[src/rtl/pru_cmd_scheduler_if.sv]
// CPU command bus and PRU draw-engine bus seen by the command scheduler.
// slave = scheduler side; master = the CPU write path / PRU side that drives it.
interface pru_cmd_scheduler_if;
    logic       cmd_valid;
    logic       cmd_ready;
    logic [1:0] cmd_shape;
    logic [1:0] cmd_color;
    logic [9:0] cmd_col;
    logic [8:0] cmd_row;
    logic [9:0] cmd_width;
    logic [8:0] cmd_hr;
    logic       cmd_subtract;

    logic       pru_start;
    logic [1:0] pru_shape;
    logic [1:0] pru_color;
    logic [9:0] pru_col;
    logic [8:0] pru_row;
    logic [9:0] pru_width;
    logic [8:0] pru_hr;
    logic       pru_subtract;
    logic       pru_busy;
    logic       pru_done;

    modport slave (
        input  cmd_valid, cmd_shape, cmd_color, cmd_col, cmd_row, cmd_width, cmd_hr, cmd_subtract,
        output cmd_ready,
        output pru_start, pru_shape, pru_color, pru_col, pru_row, pru_width, pru_hr, pru_subtract,
        input  pru_busy, pru_done
    );

    modport master (
        output cmd_valid, cmd_shape, cmd_color, cmd_col, cmd_row, cmd_width, cmd_hr, cmd_subtract,
        input  cmd_ready,
        input  pru_start, pru_shape, pru_color, pru_col, pru_row, pru_width, pru_hr, pru_subtract,
        output pru_busy, pru_done
    );
endinterface

[src/rtl/pru_cmd_scheduler.sv]
// Queues CPU draw commands and issues them to the PRU one at a time with a
// start/done handshake, a per-draw watchdog and status for the register block.
module pru_cmd_scheduler #(
    parameter int unsigned DEPTH   = 8,
    parameter int unsigned TIMEOUT = 400000
) (
    input  logic                     clk,
    input  logic                     rst_n,
    pru_cmd_scheduler_if.slave       bus,
    input  logic                     flush,
    input  logic                     err_clr,
    output logic [$clog2(DEPTH):0]   queue_level,
    output logic                     sched_idle,
    output logic                     timeout_err,
    output logic [15:0]              cmds_done
);
    localparam int unsigned AW   = $clog2(DEPTH);
    localparam int unsigned PW   = AW + 1;
    localparam int unsigned WD_W = $clog2(TIMEOUT + 1);
    localparam int unsigned EW   = 43;

    typedef enum logic [1:0] {S_IDLE, S_ISSUE, S_RELEASE} state_t;

    state_t          state_q, state_d;
    logic [EW-1:0]   mem [DEPTH];
    logic [PW-1:0]   wr_ptr, rd_ptr, level;
    logic            full, empty, push, pop;
    logic [WD_W-1:0] wd;
    logic            wd_hit;
    logic [EW-1:0]   wr_data, head;
    logic [EW-1:0]   fields;
    logic            unused_busy;

    assign unused_busy = bus.pru_busy;

    assign level  = wr_ptr - rd_ptr;
    assign full   = (level == PW'(DEPTH));
    assign empty  = (level == '0);
    assign push   = bus.cmd_valid && !full;
    assign pop    = (state_q == S_IDLE) && !empty && !bus.pru_done;
    assign wd_hit = (wd == WD_W'(TIMEOUT - 1));

    assign wr_data = {bus.cmd_shape, bus.cmd_color, bus.cmd_col, bus.cmd_row,
                      bus.cmd_width, bus.cmd_hr, bus.cmd_subtract};
    assign head    = mem[rd_ptr[AW-1:0]];

    assign bus.cmd_ready = !full;
    assign queue_level   = level;
    assign {bus.pru_shape, bus.pru_color, bus.pru_col, bus.pru_row,
            bus.pru_width, bus.pru_hr, bus.pru_subtract} = fields;

    always_ff @(posedge clk) begin
        if (push && !flush)
            mem[wr_ptr[AW-1:0]] <= wr_data;
    end

    // flush drops everything still queued; a same-cycle pop has already
    // captured its entry into the in-flight fields.
    always_ff @(posedge clk or negedge rst_n) begin
        if (!rst_n) begin
            wr_ptr <= '0;
            rd_ptr <= '0;
        end else if (flush) begin
            rd_ptr <= wr_ptr;
        end else begin
            if (push) wr_ptr <= wr_ptr + 1'b1;
            if (pop)  rd_ptr <= rd_ptr + 1'b1;
        end
    end

    always_ff @(posedge clk or negedge rst_n) begin
        if (!rst_n) state_q <= S_IDLE;
        else        state_q <= state_d;
    end

    always_comb begin
        state_d = state_q;
        case (state_q)
            S_IDLE:    if (pop) state_d = S_ISSUE;
            S_ISSUE:   if (bus.pru_done || wd_hit) state_d = S_RELEASE;
            S_RELEASE: if (!bus.pru_done) state_d = S_IDLE;
            default:   state_d = S_IDLE;
        endcase
    end

    always_comb begin
        bus.pru_start = (state_q == S_ISSUE);
        sched_idle    = (state_q == S_IDLE) && empty;
    end

    always_ff @(posedge clk or negedge rst_n) begin
        if (!rst_n) begin
            fields      <= '0;
            wd          <= '0;
            cmds_done   <= '0;
            timeout_err <= 1'b0;
        end else begin
            if (pop)
                fields <= head;
            if (state_q == S_ISSUE && !bus.pru_done && !wd_hit)
                wd <= wd + 1'b1;
            else if (state_q == S_RELEASE && !bus.pru_done)
                wd <= '0;
            if (state_q == S_ISSUE && bus.pru_done)
                cmds_done <= cmds_done + 1'b1;
            if (state_q == S_ISSUE && !bus.pru_done && wd_hit)
                timeout_err <= 1'b1;
            else if (err_clr)
                timeout_err <= 1'b0;
        end
    end
endmodule

[src/flat_wrapper.sv]
// flat-port wrapper written by rule: the top's interface ports become plain ports
module pru_cmd_scheduler_flat 
#(
    parameter int unsigned DEPTH   = 8,
    parameter int unsigned TIMEOUT = 400000
)
  (clk, rst_n, flush, err_clr, queue_level, sched_idle, timeout_err, cmds_done, bus_cmd_valid, bus_cmd_shape, bus_cmd_color, bus_cmd_col, bus_cmd_row, bus_cmd_width, bus_cmd_hr, bus_cmd_subtract, bus_cmd_ready, bus_pru_start, bus_pru_shape, bus_pru_color, bus_pru_col, bus_pru_row, bus_pru_width, bus_pru_hr, bus_pru_subtract, bus_pru_busy, bus_pru_done);
  pru_cmd_scheduler_if bus_i ();
  input  logic clk;
  input  logic rst_n;
  input  logic flush;
  input  logic err_clr;
  output logic [$clog2(DEPTH):0] queue_level;
  output logic sched_idle;
  output logic timeout_err;
  output logic [15:0] cmds_done;
  input wire logic [$bits(bus_i.cmd_valid)-1:0] bus_cmd_valid;
  input wire logic [$bits(bus_i.cmd_shape)-1:0] bus_cmd_shape;
  input wire logic [$bits(bus_i.cmd_color)-1:0] bus_cmd_color;
  input wire logic [$bits(bus_i.cmd_col)-1:0] bus_cmd_col;
  input wire logic [$bits(bus_i.cmd_row)-1:0] bus_cmd_row;
  input wire logic [$bits(bus_i.cmd_width)-1:0] bus_cmd_width;
  input wire logic [$bits(bus_i.cmd_hr)-1:0] bus_cmd_hr;
  input wire logic [$bits(bus_i.cmd_subtract)-1:0] bus_cmd_subtract;
  output wire logic [$bits(bus_i.cmd_ready)-1:0] bus_cmd_ready;
  output wire logic [$bits(bus_i.pru_start)-1:0] bus_pru_start;
  output wire logic [$bits(bus_i.pru_shape)-1:0] bus_pru_shape;
  output wire logic [$bits(bus_i.pru_color)-1:0] bus_pru_color;
  output wire logic [$bits(bus_i.pru_col)-1:0] bus_pru_col;
  output wire logic [$bits(bus_i.pru_row)-1:0] bus_pru_row;
  output wire logic [$bits(bus_i.pru_width)-1:0] bus_pru_width;
  output wire logic [$bits(bus_i.pru_hr)-1:0] bus_pru_hr;
  output wire logic [$bits(bus_i.pru_subtract)-1:0] bus_pru_subtract;
  input wire logic [$bits(bus_i.pru_busy)-1:0] bus_pru_busy;
  input wire logic [$bits(bus_i.pru_done)-1:0] bus_pru_done;
  assign bus_i.cmd_valid = bus_cmd_valid;
  assign bus_i.cmd_shape = bus_cmd_shape;
  assign bus_i.cmd_color = bus_cmd_color;
  assign bus_i.cmd_col = bus_cmd_col;
  assign bus_i.cmd_row = bus_cmd_row;
  assign bus_i.cmd_width = bus_cmd_width;
  assign bus_i.cmd_hr = bus_cmd_hr;
  assign bus_i.cmd_subtract = bus_cmd_subtract;
  assign bus_cmd_ready = bus_i.cmd_ready;
  assign bus_pru_start = bus_i.pru_start;
  assign bus_pru_shape = bus_i.pru_shape;
  assign bus_pru_color = bus_i.pru_color;
  assign bus_pru_col = bus_i.pru_col;
  assign bus_pru_row = bus_i.pru_row;
  assign bus_pru_width = bus_i.pru_width;
  assign bus_pru_hr = bus_i.pru_hr;
  assign bus_pru_subtract = bus_i.pru_subtract;
  assign bus_i.pru_busy = bus_pru_busy;
  assign bus_i.pru_done = bus_pru_done;
  pru_cmd_scheduler #(.DEPTH(DEPTH), .TIMEOUT(TIMEOUT)) u_core (.clk(clk), .rst_n(rst_n), .bus(bus_i), .flush(flush), .err_clr(err_clr), .queue_level(queue_level), .sched_idle(sched_idle), .timeout_err(timeout_err), .cmds_done(cmds_done));
endmodule
[config.mk]
export PLATFORM = sky130hd
export DESIGN_NAME = pru_cmd_scheduler_flat
export DESIGN_NICKNAME = d
export VERILOG_FILES = /design/src/rtl/pru_cmd_scheduler_if.sv /design/src/rtl/pru_cmd_scheduler.sv /design/src/flat_wrapper.sv
export SDC_FILE = /design/constraint.sdc
export NUM_CORES = 1
export LEC_CHECK = 0
export ABC_AREA = 1
export BUFFER_PORTS_ARGS = -buffer_cell sky130_fd_sc_hd__buf_2
export CORE_MARGIN = 8
export CORE_UTILIZATION = 60
export CTS_CLUSTER_DIAMETER = 120
export CTS_CLUSTER_SIZE = 16
export DETAILED_ROUTE_END_ITERATION = 7
export HOLD_SLACK_MARGIN = 0.02
export PLACE_DENSITY = 0.79
export SYNTH_ARGS = -nofsm -noshare
export SYNTH_HDL_FRONTEND = slang
export SYNTH_SLANG_ARGS = --single-unit
[constraint.sdc]
create_clock -name clk -period 8.4 [get_ports clk]
set_input_delay 0.42 -clock clk [delete_from_list [all_inputs] [get_ports clk]]
set_output_delay 0.42 -clock clk [all_outputs]
set_load 0.02 [all_outputs]
==> results of run 1 <==
==> placed cells by master, fill, tap and decap left out, drive strengths merged, types with 2 or more instances in the layout <==
| master | instances |
|---|---|
| xnor2 | 5 |
| or2 | 6 |
| o21ai | 193 |
| nand2 | 315 |
| ha | 7 |
| clkbuf | 56 |
| buf | 131 |
| nand4 | 12 |
| xor2 | 14 |
| edfxtp | 344 |
| dlygate4sd3 | 2 |
| o22ai | 3 |
| nand3b | 2 |
| nor3 | 7 |
| nor2 | 335 |
| nand3 | 163 |
| diode | 3 |
| dfrtp | 89 |
| inv | 63 |
==> critical path, delay by kind of cell (launching register included) <==
family | cells | cell delay (ns)
buffers and inverters | 2 | 0.55
adder cells (fa/ha/maj) | 2 | 0.76
flip-flops | 1 | 0.98
AND/OR/NAND/NOR | 5 | 1.41
==> layer usage <==
layer	global-route usage, %	up-vias	share of wire, %
li1	-	5764	-
met1	28.07	5787	42
met2	35.53	420	50
met3	3.458	64	6.3
met4	5.923	8	1.9
met5	0	-	0.12
==> logic make-up after synthesis <==
family,synth area share (%)
adders and majority gates,0.5969
DFF,69.66
buffers and inverters,4.157
AOI/OAI and AO/OA,5.539
xor gates and xnor gates,0.9231
and+or+nand+nor,19.13
==> flip-flops by register name, indices dropped and copies added, names as in the netlist <==
register            count
u_core.mem            344
u_core.wr_ptr           4
u_core.state_q          2
u_core.fields          43
u_core.timeout_err      1
u_core.wd              19
u_core.cmds_done       16
u_core.rd_ptr           4
==> synth_stat cells, types with 2 or more instances <==
cell,n,area share (%)
o21ai_0,151,4.2
inv_2,5,0.10
nand4_1,12,0.42
xor2_1,14,0.68
edfxtp_1,344,57
xnor2_1,5,0.24
ha_1,7,0.49
o21ai_1,42,1.2
buf_4,11,0.46
buf_6,17,1.1
nor3_1,7,0.19
buf_8,2,0.17
buf_2,19,0.53
nor2_2,5,0.17
nand2_2,2,0.069
buf_1,7,0.15
or2_2,4,0.14
nand3b_1,2,0.083
clkbuf_1,23,0.48
nand3_1,162,4.5
dfrtp_1,89,12
inv_1,56,1.2
o22ai_1,3,0.10
nand2_1,313,6.5
nor2_1,329,6.9
==> through the flow <==
stage	power [mW]	hold WS, ns	instances	setup slack (ns)	instance area (um^2)
2_1_floorplan	4.331	0.1244	1640	4.040	18030
3_3_place_gp	4.792	0.4160	2081	4.383	18770
3_5_place_dp	4.869	0.4240	2081	4.324	18770
4_1_cts	6.270	0.06596	2141	4.307	19700
5_1_grt	6.616	0.08347	2143	4.089	19700
6_report	6.232	0.09216	2144	4.330	19710
==> report_power, final <==
part / leakage [nW] / total, mW / switching [mW] / internal (mW)
sequential: 4.25 / 2.80 / 0.194 / 2.61
clock: 0.429 / 1.41 / 0.704 / 0.704
combinational: 2.90 / 2.02 / 1.43 / 0.598
==> worst paths after layout <==
path	end	slack [ns]
max reg2reg	u_core.mem[2][4]	4.33
min in group asynchronous	u_core.wd[11]	0.34
max	u_core.mem[2][4]	4.33
max in group asynchronous	u_core.rd_ptr[0]	6.91
min	u_core.mem[6][21]	0.09
min reg2reg	u_core.fields[21]	0.49
==> final cells by class <==
type                       instances  area (um^2)  area share (%)
tap                              390        488.0           2.476
clock buffer                      56        869.6           4.413
sequential                       433        12560           63.75
clock inverter                     2        36.28          0.1841
inverter                          62        235.2           1.194
timing repair buffer             133        718.2           3.645
antenna                            3        7.507         0.03810
multi-input combinational       1065         4788           24.30
==> what timing repair did <==
action | CTS | global route
hold endpoints to repair | 36 | 0
gates resized for setup | 0 | 0
hold buffers | 2 | 0
endpoints found under the setup margin | 0 | 0
==> key figures, run 1 <==
Clock tree
  • Skew-Pair Late Insertion Delay: 0.58 ns
  • CTS Root Cell: clkbuf_16
  • Post-CTS setup buffers: 0
  • CTS tree: done
  • Clock Tree Buf Depth: 3
  • CTS Sinks: 433
  • Reg clk slew, reported paths: 0.08 ns
  • Num CTS Buffers: 31
  • # H-tree levels: 1

Die
  • Initial Util: 60.82%
  • DIE HEIGHT: 189.3 um
  • # IOs: 117
  • Core area: 29640 um^2
  • Die ar.: 35850 um^2
  • Row count: 63
  • Die span in x: 189.3 um

Min path
  • Hold WC Path Type: input pin to flop
  • Cell count of the worst hold path: 1
  • Min-delay src: bus_cmd_row[1]

Timing
  • RSZ-0062 raised after global routing: false
  • Final Setup Violations: 0
  • Tmin final: 4.070 ns
  • Least-Margin Pin Slew: 1.031 ns
  • Total negative slack: 0 ns
  • Final period util: 48.45%
  • Final hold violation count: 0
  • Max Fclk: 245.7 MHz
  • Fin. max-slew vios: 0
  • Post-route clock skew: 0.01241 ns
  • Max-slew headroom: 31.25%

Power and ir drop
  • Max VDD drop: 0.0002336 V
  • Leakage: 7.578 nW
  • Pwr Density: 316.3 nW/um^2

Synthesis
  • Async SR Flop Fraction: 20.55%
  • Post-Synthesis Net Count: 1698
  • Mapped Avg Cell Area: 10.99 um^2
  • Register area share after synthesis: 69.66%
  • Seq cells post-synth: 433
  • Post-synthesis instance area: 18030 um^2
  • Yosys warnings: 0
  • Post-synth top flop: edfxtp_1
  • Post-synth EDFFs: 344
  • Yosys cell types: 34
  • Syn Inst Count: 1640

Route
  • Routed wire length: 38440 um
  • Antenna-violating nets left: 0
  • Initial DRC Count: 1190
  • First drt pass iteration count: 5
  • Detailed-route wire length per cell: 17.93 um
  • DRC viols: 0
  • Via count: 12040
  • Via density per instance: 5.617

Setup path
  • Launching point of the worst reg2reg path: u_core.rd_ptr[0]
  • CP Data Required Time: 8.64 ns
  • Crit start category: flop
  • CP arrival: 4.31 ns
  • WS Path Type: flop to flop
  • Reg2Reg Depth: 9
  • Worst path max stage delay: 0.98 ns
  • CP max FO: 77
  • Cell Chain, Critical Path: ha_1 -> inv_1 -> fa_1 -> or2_0 -> nor2_1 -> nand2_1 -> nand4_1 -> nor2_4 -> buf_4
  • Crit. Startpoint: u_core.rd_ptr[0]
  • Slowest-stage cell, CP: dfrtp_4
  • Critical path endpoint category: flop

Global routing
  • Grt ovf: 0
  • Vias in the first global route: 11860
  • All-layer global routing usage: 21.07%
  • First-pass GRT wire length: 61030 um
  • Initial antenna violation count: 7
  • Pin count of the biggest net entering global routing: 103

Run status
  • Outcome: complete, no violations

Run
  • Max Cap Violations: 0

Finish
  • Fin util: 66.49%
  • NumNets Final: 1784
  • # fillers: 2216
  • Share of cells above drive strength 1: 11.08%
  • Area Overhead vs Synth: 9.307%

Placed design
  • IO buf count: 115
  • Dpl hpwl: 21250 um
  • Routability congestion estimate from global placement: 0.8879
Note: power is estimated with default switching activity, not from simulation.
==> inputs of run 2 (changes only) <==
- clock period: 8.4 -> 4 ns (I/O delays scaled with it)
==> key figures, run 2 (synthesis results as in run 1) <==
Power and ir drop
  • Pwr Density: 654.0 nW/um^2
  • Max VDD drop: 0.0005277 V
  • PnR Total Power: 13.27 mW
  • Leakage: 7.844 nW

Min path
  • Hold WC Path Type: input pin to async pin

Clock tree
  • Reg clk slew, reported paths: 0.08 ns
  • Skew-Pair Late Insertion Delay: 0.58 ns
  • CTS Sinks: 433
  • Num CTS Buffers: 31
  • CTS tree: done
  • # H-tree levels: 1
  • # resized after CTS: 0
  • CTS Root Cell: clkbuf_16
  • Clock Tree Buf Depth: 3

Placed design
  • Routability congestion estimate from global placement: 0.8775
  • Dpl hpwl: 22290 um
  • IO buf count: 115

Timing
  • Final Setup Violations: 0
  • Post-route clock skew: 0.01311 ns
  • Tmin final: 3.326 ns
  • Max-slew headroom: 22.44%
  • Hold WS: 0.3085 ns
  • RSZ-0062 raised after global routing: false
  • Least-Margin Pin Slew: 1.163 ns
  • Final hold violation count: 0
  • Final period util: 83.15%
  • Max Fclk: 300.7 MHz
  • Fin. max-slew vios: 0

Die
  • Initial Util: 60.82%
  • Core area: 29640 um^2
  • DIE HEIGHT: 189.3 um
  • # IOs: 117
  • Die span in x: 189.3 um
  • Row count: 63
  • Die ar.: 35850 um^2

Global routing
  • Grt ovf: 0
  • Initial antenna violation count: 1
  • Vias in the first global route: 12370
  • All-layer global routing usage: 22.15%
  • Pin count of the biggest net entering global routing: 110
  • First-pass GRT wire length: 63880 um

Route
  • Via density per instance: 5.671
  • Antenna-violating nets left: 0
  • First drt pass iteration count: 5
  • Initial DRC Count: 1088
  • Routed wire length: 40130 um
  • Via count: 12460
  • DRC viols: 0
  • Detailed-route wire length per cell: 18.26 um

Setup path
  • Critical path endpoint category: flop
  • Reg2Reg Depth: 10
  • Crit start category: flop
  • WS Path Type: flop to flop
  • Launching point of the worst reg2reg path: u_core.wr_ptr[0]
  • CP max FO: 30
  • Reg2reg setup slack: 0.67 ns
  • FF-to-FF End: u_core.mem[4][19]
  • CP arrival: 3.59 ns
  • CP Data Required Time: 4.27 ns

Finish
  • Area Overhead vs Synth: 12.56%
  • Most frequent cells in the layout: 344 x edfxtp_1, 321 x nor2_1, 312 x nand2_1
  • Most common cell after layout, fill and taps aside: edfxtp_1
  • # fillers: 2083
  • Area occupied by multi-input gates: 4788 um^2
  • Share of cells above drive strength 1: 11.29%
  • NumNets Final: 1841
  • Number of flip-flops under the largest register name: 344
  • FF/Latch Area: 12560 um^2

Run
  • Max Cap Violations: 0

Run status
  • Outcome: complete, no violations
## run 2: cell types whose count changed in the layout (fill, tap and decap cells not counted), sizes merged
cell	delta
buf	+10
clkbuf	-1
diode	-2
dlygate4sd3	+47
## run 2: worst max path at each step
stage | slack (ns) | cells past startpoint | startpoint | end
global placement | 0.82 | 10 | u_core.wr_ptr[0] | u_core.mem[4][24]
floorplan | -0.36 | 9 | u_core.rd_ptr[1] | u_core.mem[2][0]
CTS | 0.70 | 10 | u_core.wr_ptr[0] | u_core.mem[4][19]
finish | 0.67 | 10 | u_core.wr_ptr[0] | u_core.mem[4][19]
detailed placement | 0.71 | 10 | u_core.wr_ptr[0] | u_core.mem[4][25]
global route | 0.44 | 12 | u_core.wr_ptr[0] | u_core.mem[4][19]
## run 2: report_power, final
group	internal [mW]	switching (mW)
registers	5.47	0.303
logic	1.34	3.20
clock network	1.48	1.49
## run 2: cell type report
cell class,instances,area share [%]
antenna,1,0.01233
timing repair buffer,190,6.474
inverter,62,1.159
clock inverter,2,0.1788
tap,390,2.405
clock buffer,55,4.267
sequential,433,61.91
multi-input combinational,1065,23.60
## run 2: critical path, stage by stage (launching register included)
cell and delay (ns):
dfrtp_1 0.48, inv_1 0.16, ha_1 0.16, inv_1 0.06
fa_1 0.51, or2_0 0.12, nor2_1 0.05, nand2_1 0.19
nand4_1 0.38, nor2_4 0.57, buf_12 0.30
## run 2: per-stage QoR
stage / TNS (ns) / setup slack, ns / area (um^2) / cells / utilization [%]
floorplan: -123.33 / -0.3603 / 18030 / 1640 / -
global placement: 0 / 0.8158 / 18900 / 2091 / 63.76
detailed placement: 0 / 0.7137 / 18900 / 2091 / 63.76
CTS: 0 / 0.6976 / 20290 / 2197 / 68.46
global route: 0 / 0.4429 / 20290 / 2198 / 68.47
finish: 0 / 0.6740 / 20290 / 2198 / 68.47
## run 2: what timing repair did
item / 4_1_cts / 5_1_grt
buffers inserted: 0 / 0
hold buffers: 49 / 0
endpoints found under the hold margin: 419 / 0
## run 2: per-layer routing
layer	share of wire (%)	GRT usage, %	vias to the layer above	wire length, um
met4	2.4	6.224	0	957
met3	7.5	2.870	76	3028
met1	40	28.58	5996	16140
met5	0	0	-	0
met2	50	38.96	519	20010
li1	-	-	5873	-
